<file path="config.mk">
export PLATFORM = sky130hd
export DESIGN_NAME = vga_timing_generator
export DESIGN_NICKNAME = d
export VERILOG_FILES = /design/src/rtl/vga_timing_generator.sv
export SDC_FILE = /design/constraint.sdc
export NUM_CORES = 1
export LEC_CHECK = 0
export ABC_CLOCK_PERIOD_IN_PS = 3300
export CAP_MARGIN = 0
export CORE_MARGIN = 1
export CORE_UTILIZATION = 52
export CTS_BUF_LIST = sky130_fd_sc_hd__clkbuf_4 sky130_fd_sc_hd__clkbuf_8 sky130_fd_sc_hd__clkbuf_16
export CTS_CLUSTER_SIZE = 28
export DETAILED_ROUTE_END_ITERATION = 8
export PLACE_DENSITY = 0.8
export SLEW_MARGIN = 10
export SYNTH_ARGS = -nofsm -noshare
export SYNTH_HDL_FRONTEND = slang
export SYNTH_SLANG_ARGS = --single-unit
</file>
<file path="constraint.sdc">
create_clock -name clock -period 3.3 [get_ports clock]
set_input_delay 0.99 -clock clock [delete_from_list [all_inputs] [get_ports clock]]
set_output_delay 0.99 -clock clock [all_outputs]
set_load 0.005 [all_outputs]
</file>
<file path="src/rtl/vga_timing_generator.sv">
// VGA raster timing generator.
// It divides the system clock down to the pixel rate and counts columns and
// rows over the full line/frame, including porches and sync. From the next
// count values it decodes registered sync, active and strobe outputs.
//
// Ports:
//   clock         in   system clock, rising edge
//   reset         in   synchronous, active-high
//   enable        in   1 = run, 0 = freeze divider, counters and decode
//   pixel_tick    out  high in each clock where the counters advance
//   column_count  out  current column, 0..H_TOTAL-1
//   row_count     out  current row, 0..V_TOTAL-1
//   hsync/vsync   out  registered syncs, level HSYNC_POL/VSYNC_POL in window
//   video_active  out  column < H_ACTIVE and row < V_ACTIVE
//   line_start    out  one-clock strobe on the first clock of column 0
//   frame_start   out  one-clock strobe on the first clock of (0,0)
module vga_timing_generator #(
  parameter int unsigned H_ACTIVE    = 640,
  parameter int unsigned H_FRONT     = 16,
  parameter int unsigned H_SYNC      = 96,
  parameter int unsigned H_BACK      = 48,
  parameter int unsigned V_ACTIVE    = 480,
  parameter int unsigned V_FRONT     = 10,
  parameter int unsigned V_SYNC      = 2,
  parameter int unsigned V_BACK      = 33,
  parameter bit          HSYNC_POL   = 1'b0,
  parameter bit          VSYNC_POL   = 1'b0,
  parameter int unsigned PIXEL_DIV   = 1,
  parameter int unsigned COUNT_WIDTH = 10
) (
  input  logic                   clock,
  input  logic                   reset,
  input  logic                   enable,
  output logic                   pixel_tick,
  output logic [COUNT_WIDTH-1:0] column_count,
  output logic [COUNT_WIDTH-1:0] row_count,
  output logic                   hsync,
  output logic                   vsync,
  output logic                   video_active,
  output logic                   line_start,
  output logic                   frame_start
);

  localparam int unsigned H_TOTAL = H_ACTIVE + H_FRONT + H_SYNC + H_BACK;
  localparam int unsigned V_TOTAL = V_ACTIVE + V_FRONT + V_SYNC + V_BACK;
  localparam int unsigned CW      = COUNT_WIDTH;
  localparam int unsigned DIV_W   = (PIXEL_DIV > 1) ? $clog2(PIXEL_DIV) : 1;

  localparam logic [DIV_W-1:0] DIV_LAST = DIV_W'(PIXEL_DIV - 1);
  localparam logic [CW-1:0]    H_LAST   = CW'(H_TOTAL - 1);
  localparam logic [CW-1:0]    V_LAST   = CW'(V_TOTAL - 1);
  localparam logic [CW-1:0]    H_ACT_C  = CW'(H_ACTIVE);
  localparam logic [CW-1:0]    V_ACT_C  = CW'(V_ACTIVE);
  localparam logic [CW-1:0]    HS_BEG   = CW'(H_ACTIVE + H_FRONT);
  localparam logic [CW-1:0]    HS_END   = CW'(H_ACTIVE + H_FRONT + H_SYNC);
  localparam logic [CW-1:0]    VS_BEG   = CW'(V_ACTIVE + V_FRONT);
  localparam logic [CW-1:0]    VS_END   = CW'(V_ACTIVE + V_FRONT + V_SYNC);

  logic [DIV_W-1:0] div_q, div_d;
  logic [CW-1:0]    col_q, col_d;
  logic [CW-1:0]    row_q, row_d;
  logic             hsync_q, hsync_d;
  logic             vsync_q, vsync_d;
  logic             active_q, active_d;
  logic             line_q, line_d;
  logic             frame_q, frame_d;
  logic             release_q;   // set during reset, consumed on the first free clock
  logic             tick;

  // Divider, counters and decode of the next count values
  always_comb begin
    tick     = enable && (div_q == DIV_LAST);
    div_d    = div_q;
    col_d    = col_q;
    row_d    = row_q;

    if (enable) begin
      div_d = (div_q == DIV_LAST) ? '0 : div_q + DIV_W'(1);
    end

    if (tick) begin
      if (col_q == H_LAST) begin
        col_d = '0;
        row_d = (row_q == V_LAST) ? '0 : row_q + CW'(1);
      end else begin
        col_d = col_q + CW'(1);
      end
    end

    hsync_d  = ((col_d >= HS_BEG) && (col_d < HS_END)) ? HSYNC_POL : ~HSYNC_POL;
    vsync_d  = ((row_d >= VS_BEG) && (row_d < VS_END)) ? VSYNC_POL : ~VSYNC_POL;
    active_d = (col_d < H_ACT_C) && (row_d < V_ACT_C);

    // A column of 0 after a tick can only come from a wrap
    line_d   = release_q || (tick && (col_d == '0));
    frame_d  = release_q || (tick && (col_d == '0) && (row_d == '0));
  end

  // State registers; reset takes priority over enable
  always_ff @(posedge clock) begin
    if (reset) begin
      div_q     <= '0;
      col_q     <= '0;
      row_q     <= '0;
      hsync_q   <= ~HSYNC_POL;
      vsync_q   <= ~VSYNC_POL;
      active_q  <= 1'b1;
      line_q    <= 1'b0;
      frame_q   <= 1'b0;
      release_q <= 1'b1;
    end else begin
      div_q     <= div_d;
      col_q     <= col_d;
      row_q     <= row_d;
      hsync_q   <= hsync_d;
      vsync_q   <= vsync_d;
      active_q  <= active_d;
      line_q    <= line_d;
      frame_q   <= frame_d;
      release_q <= 1'b0;
    end
  end

  // The tick marks the clock whose edge advances the counters; masked in reset
  assign pixel_tick   = tick && !reset;
  assign column_count = col_q;
  assign row_count    = row_q;
  assign hsync        = hsync_q;
  assign vsync        = vsync_q;
  assign video_active = active_q;
  assign line_start   = line_q;
  assign frame_start  = frame_q;

endmodule

</file>
==> out/qor.yml <==
setup_viol: 0
met1Wirelength_microns: 1520
fp.coreArea_sq_um: 2830
track_usage: 0.228
startpoint: "enable"
p_sw_frac: 0.195
fin_skew_ns: 0.00600
clock_latency_ns: 0.31
synth.distinct_cells: 46
finalHoldViolations: 0
dp_hpwl_microns: 2590
wirelength_microns: 3460
status: "finished with violations"
layout-drive-gt1-share: 0.0694
synth_seq_area_share: 0.325
synth-edff-count: 0
seq_power_share: 0.564
synthXorXnorAreaFrac: 0.0820
first_pass_iters: 6
ys_async_sr_fraction: 0
ys_warn_count: 0
tns_ns: 0
crit_type: "in -> out"
cp_slowest_stage_delay_ns: 0.51
synthesis.area_sq_um: 1600
p_sw_uw: 112
numPortBuffers: 28
yosys_most_used_dff: "dfxtp_1"
max_freq_ghz: 0.316
maxUsedRoutingLayer: "met4"
die_w_microns: 57.5
r2r_start: "row_count[0]"
via_count: 1466
synth_simple_gate_area_share: 0.344
violations: "DRC"
gp_congestion: 0.916
slew_violations: 0
rsz0062_at_grt: "no"
avgViaCountPerCell: 5.94
hp-start: "release_q"
synthAdderAreaFrac: 0.0234
synth_top_family_by_area: "simple AND/OR/NAND/NOR gates"
critPathCaptureType: "output port"
internal_power_uw: 463
cp-start-kind: "input pin"
nets: 223
grt_max_degree: 22
cp_cell_sequence: "clkdlybuf4s50_1 -> nor2b_1 -> clkdlybuf4s50_1"
combPwrFrac: 0.067
grt_overflow_total: 0
postSynthCellCount: 193
crit_top_cell: "clkdlybuf4s50_1"
cts_made_buffers: 3
fp.dieH_microns: 57.5
total_power_uw: 575
p_leak_uw: 0.000667
peakVddDrop_uv: 200
start_util: 0.566
final_common_cell: "clkdlybuf4s50_1"
worstPathMaxFanout: 4
fillerInstances: 226
hp-class: "reg -> reg"
synthMuxAreaShare: 0.00625
clock_sinks: 26
ctsHoldBuffers: 0
ys_top_cells_by_area: "dfxtp_1, nor2_1, buf_6"
synth_top_area_frac: 0.325
h-tree-depth: 1
areaGrowthSynthToFinish_pct: 18.8
slowest_stage: "clkdlybuf4s50_1"
final_cell_mix: "clkdlybuf4s50_1, dfxtp_1, nor2_1, nand2_1, nor3_1"
layout.cells.non_filler: 247
syn_nets: 199
yosysTopAreaCell: "dfxtp_1"
antenna_cells: 0
postCtsSetupBuffers: 0
detail_route.drc_violations: 2
grt_pass1_wl_microns: 5950
dp_cells: 243
clockRootBuffer: "clkbuf_4"
antenna_found_initial: 0
maxCapViolations: 0
required_ns: 2.31
critPathArrivalTime_ns: 2.17
first_iter_violations: 63
power.density_nw_per_um2: 302
period_needed_ns: 3.16
clkSlewWorstSetupHoldPaths_ns: 0.14
dieArea_sq_um: 3310
ys_ff_latch: 26
p_clk_frac: 0.370
grt_pass1_vias: 1431
fin_crit_sh: 0.958
cts_tree: "done"
syn_area_per_cell_sq_um: 8.30
cts_max_path_buffers: 2
post_drt_wl_per_cell_microns: 14.0
drtAntennaViolNets: 0
ctsResizeCount: 0
worst_pin_slew_ns: 0.499
ios: 29
dr_wl_met2_microns: 1730
synth_compound_area_frac: 0.129
num_rows: 19
wl_met3_microns: 164
max-slew-margin-rel: 0.663
==> Yosys cell counts, types with 2 or more instances <==
| library cell | count |
|---|---|
| nor4_1 | 3 |
| xnor2_1 | 9 |
| xor2_1 | 6 |
| buf_6 | 7 |
| and4_1 | 6 |
| nor3_1 | 11 |
| and2_1 | 3 |
| dfxtp_1 | 26 |
| nor4b_1 | 2 |
| a31oi_1 | 2 |
| nand2_1 | 15 |
| a21oi_1 | 10 |
| nand4_1 | 6 |
| clkbuf_1 | 5 |
| o21ai_1 | 2 |
| inv_1 | 8 |
| nand3_1 | 8 |
| and3_1 | 2 |
| nor2b_1 | 2 |
| ha_1 | 3 |
| nor2_1 | 22 |
| o21ai_0 | 7 |
| buf_2 | 2 |
| o31ai_1 | 4 |
==> kinds of logic after synthesis <==
family,count (synthesis)
and+or+nand+nor,92
muxes,1
xor gates and xnor gates,15
adders and majority gates,3
AOI/OAI and AO/OA,33
DFF,26
buffers and inverters,23
==> layer usage <==
metal | global-route usage | vias up
met4 | 0.0976 | 0
met5 | 0 | -
met2 | 0.409 | 49
met3 | 0.0340 | 4
li1 | - | 731
met1 | 0.270 | 682
==> critical path: cells and delay by family <==
family	cells	cell delay, ns
buffers and inverters	2	1.02
AND/OR/NAND/NOR	1	0.16
==> registers in the layout, indices dropped and copies added, names as in the netlist <==
| signal | cells |
|---|---|
| row_count | 10 |
| line_start | 1 |
| frame_start | 1 |
| column_count | 10 |
| video_active | 1 |
| release_q | 1 |
| vsync | 1 |
| hsync | 1 |
==> path summary, 6_finish.rpt <==
check                to  slack (ns)  cells past startpoint
max          pixel_tick        0.14                      3
min          line_start        0.47                      2
max reg2reg       vsync        0.89                      8
min reg2reg  line_start        0.47                      2
==> layout make-up <==
class,instances,area (sq um),share of cell area
clock inverter,1,30.0,0.0158
inverter,8,30.0,0.0158
sequential,26,520,0.274
timing repair buffer,34,325,0.171
multi-input combinational,144,936,0.492
tap,31,38.8,0.0204
clock buffer,3,22.5,0.0118
==> stage by stage <==
stage / utilization / hold slack (ns) / instance area, sq um / setup slack, ns
after CTS: 0.673 / 0.469 / 1900 / 0.137
after detailed placement: 0.654 / 0.450 / 1850 / 0.0449
final: 0.673 / 0.465 / 1900 / 0.138
after global placement: 0.654 / 0.439 / 1850 / 0.101
after global routing: 0.673 / 0.487 / 1900 / 0.0974
after floorplan: - / 0.425 / 1600 / 0.652
==> power groups by stage <==
stage / Clock [uW] / Combinational, uW / Sequential, uW
final: 212 / 38.2 / 324
after global routing: 233 / 41.7 / 325
after CTS: 222 / 38.2 / 324
after detailed placement: 0 / 38.0 / 331
after global placement: 0 / 37.0 / 330
after floorplan: 0 / 18.8 / 330
Note: power is estimated with default switching activity, not from simulation.
==> patch: new RTL, same flow settings <==
Change the parameter `COUNT_WIDTH` from 10 to 20.
--- a/src/rtl/vga_timing_generator.sv
+++ b/src/rtl/vga_timing_generator.sv
@@ -27,5 +27,5 @@
   parameter bit          VSYNC_POL   = 1'b0,
   parameter int unsigned PIXEL_DIV   = 1,
-  parameter int unsigned COUNT_WIDTH = 10
+  parameter int unsigned COUNT_WIDTH = 20
 ) (
   input  logic                   clock,
Interface: changed (resized column_count and row_count); port bits go from 29 to 49. No check against the original RTL was run, so the function may have changed too.
==> patch against the original RTL <==
  * Count of clock-buffer cells in the layout is 2 higher
  * Sequential share of layout area fell by 2.6 points
  * Power is 89% higher
  * Clock power grew 110%
  * Critical path type is now input port to register
  * Largest cell class unchanged
  * Setup slack lost 0.029 ns
  * Hold slack gained 0.012 ns
  * Clock skew decreased by 0.0017 ns
  * Synthesized area grew 72%
  * Largest power group unchanged
  * Design area is 96% higher
  * Sequential cell count increased by 20
  * Wire length rose by 130%
  * Cell count rose by 100%
  * Combinational power increased by 100%
==> patch: results (changes against the original RTL) <==
- Post-Synthesis Net Count: 341 (+71%)
- Initial antenna violation count: 0 (unchanged)
- Antenna cells: 0 (unchanged)
- GRT Util Overall: 30.8% (+7.9 points)
- Met1 wire length: 3.57 mm (+130%)
- Largest net degree at the start of global routing: 29 (+32%)
- R2R setup slack: 0.50 ns (-0.39 ns)
- CTS root buf: clkbuf_8
- VDD IR max: 252 µV (+26%)
- Nets@finish: 430 (+93%)
- Fill cell count: 415 (+84%)
- Register-to-Register Path Depth: 7 (-1)
- Leakage: 1.37 nW (+100%)
- Detail Route met3 WL: 471 µm (+190%)
- First-pass DRT Iterations: 4 (-2)
- Area after DPL: 0.00356 mm² (+92%)
- Proportion of layout cells with a drive suffix above 1: 17.6% (+11 points)
- First-pass GRT wire length: 13.2 mm (+120%)
- Seq/Total Area, Yosys: 33.4% (+0.89 points)
- Max stage delay on crit path: 0.54 ns (+0.03 ns)
- Slew at the pin closest to its max-slew limit: 0.632 ns (+0.133 ns)
- DP Worst Slack: -0.219 ns (-0.264 ns)
- Initial DRC Count: 238 (+280%)
- Worst R2R Start: column_count[11]
- Synth top area cells: dfxtp_1 (33%), xnor2_1 (6.0%), nor2_1 (5.9%)
- Worst path slowest cell: or4_4
- Status: finished, final reports clean
- CTS clock-pin slew for the worst setup and hold paths: 0.09 ns (-0.05 ns)
- Vias: 2958 (+100%)
- CP arrival: 3.41 ns (+1.24 ns)
- CP delay by family, top: simple AND/OR/NAND/NOR gates
- Setup Skew: 0.00432 ns (-0.00168 ns)
- H-tree levels: 2 (+1)
- DR WL/cell: 16.4 µm (+17%)
- Post-DP HPWL: 5.97 mm (+130%)
- Worst flop-to-flop path endpoint: frame_start
- Distinct cells, synth: 53 (+15%)
- Input/output buffers: 48 (+71%)
- Hold EP: frame_start
- Met2 routed WL: 3.89 mm (+120%)
==> patch: changes by cell type in the layout (fill, tap and decap cells not counted), moves of 4 or more <==
cell             before  now
nor2b_1               2    8
clkdlybuf4s50_1      28   47
clkbuf_8              0    5
buf_4                 6   45
nand4_1               6   18
xor2_1                6   14
nand2_1              15   25
nand3_1               8   24
nor2_1               22   43
xnor2_1               9   19
and3_1                2    6
dfxtp_1              26   46
nor4_1                3    9
==> patch: per-layer routing <==
layer	track usage [%]	vias up
met5	0	-
li1	-	1391
met4	11.3	0
met1	39.4	1415
met2	51.6	130
met3	5.76	22
==> patch: layout make-up <==
| cell class | count | share of cell area [%] |
|---|---|---|
| multi-input combinational | 265 | 46.2 |
| inverter | 11 | 1.11 |
| clock buffer | 5 | 1.85 |
| clock inverter | 3 | 1.18 |
| timing repair buffer | 95 | 22.6 |
| sequential | 46 | 24.7 |
| tap | 70 | 2.35 |
==> patch: cells by family (layout without fill, tap and decap cells) <==
group	after synthesis	count (layout)	synth area share, %
fa+ha+maj	3	3	1.36
mux	4	4	1.45
compound gates	47	47	12.0
xor+xnor	33	33	10.5
buf+inv	24	114	5.04
simple gates	178	178	36.3
flops	46	46	33.4
==> patch: worst reg2reg max path, delay by kind of cell (launching register included) <==
kind	cells	cell delay, ns
and+or+nand+nor	5	1.72
DFF	1	0.40
AOI/OAI and AO/OA	1	0.31
muxes	1	0.29
==> patch: worst max path at each step <==
stage,startpoint,to,slack [ns],cells past startpoint
2_1_floorplan,enable,frame_start,0.17,9
3_3_place_gp,enable,frame_start,-0.13,8
3_5_place_dp,enable,frame_start,-0.22,8
4_1_cts,enable,pixel_tick,0.005,4
5_1_grt,enable,frame_start,0.002,9
6_report,enable,frame_start,0.11,9
==> patch: report_power, final <==
part           internal [mW]  total [mW]  switching (mW)
clock                  0.227       0.436           0.208
sequential             0.563       0.571         0.00852
combinational         0.0426      0.0771          0.0345
total                  0.832        1.08           0.251
==> patch: stage by stage <==
step	cells	hold slack, ns	utilization [%]
2_1_floorplan	335	0.431	-
3_3_place_gp	484	0.457	69.7
3_5_place_dp	484	0.456	69.7
4_1_cts	492	0.490	71.9
5_1_grt	495	0.515	72.9
6_report	495	0.478	72.9
==> patch: what timing repair did <==
item	4_1_cts	5_1_grt
endpoints found under the setup margin	1	3
endpoints found under the hold margin	0	0
gates resized for setup	1	8
setup buffers	0	3
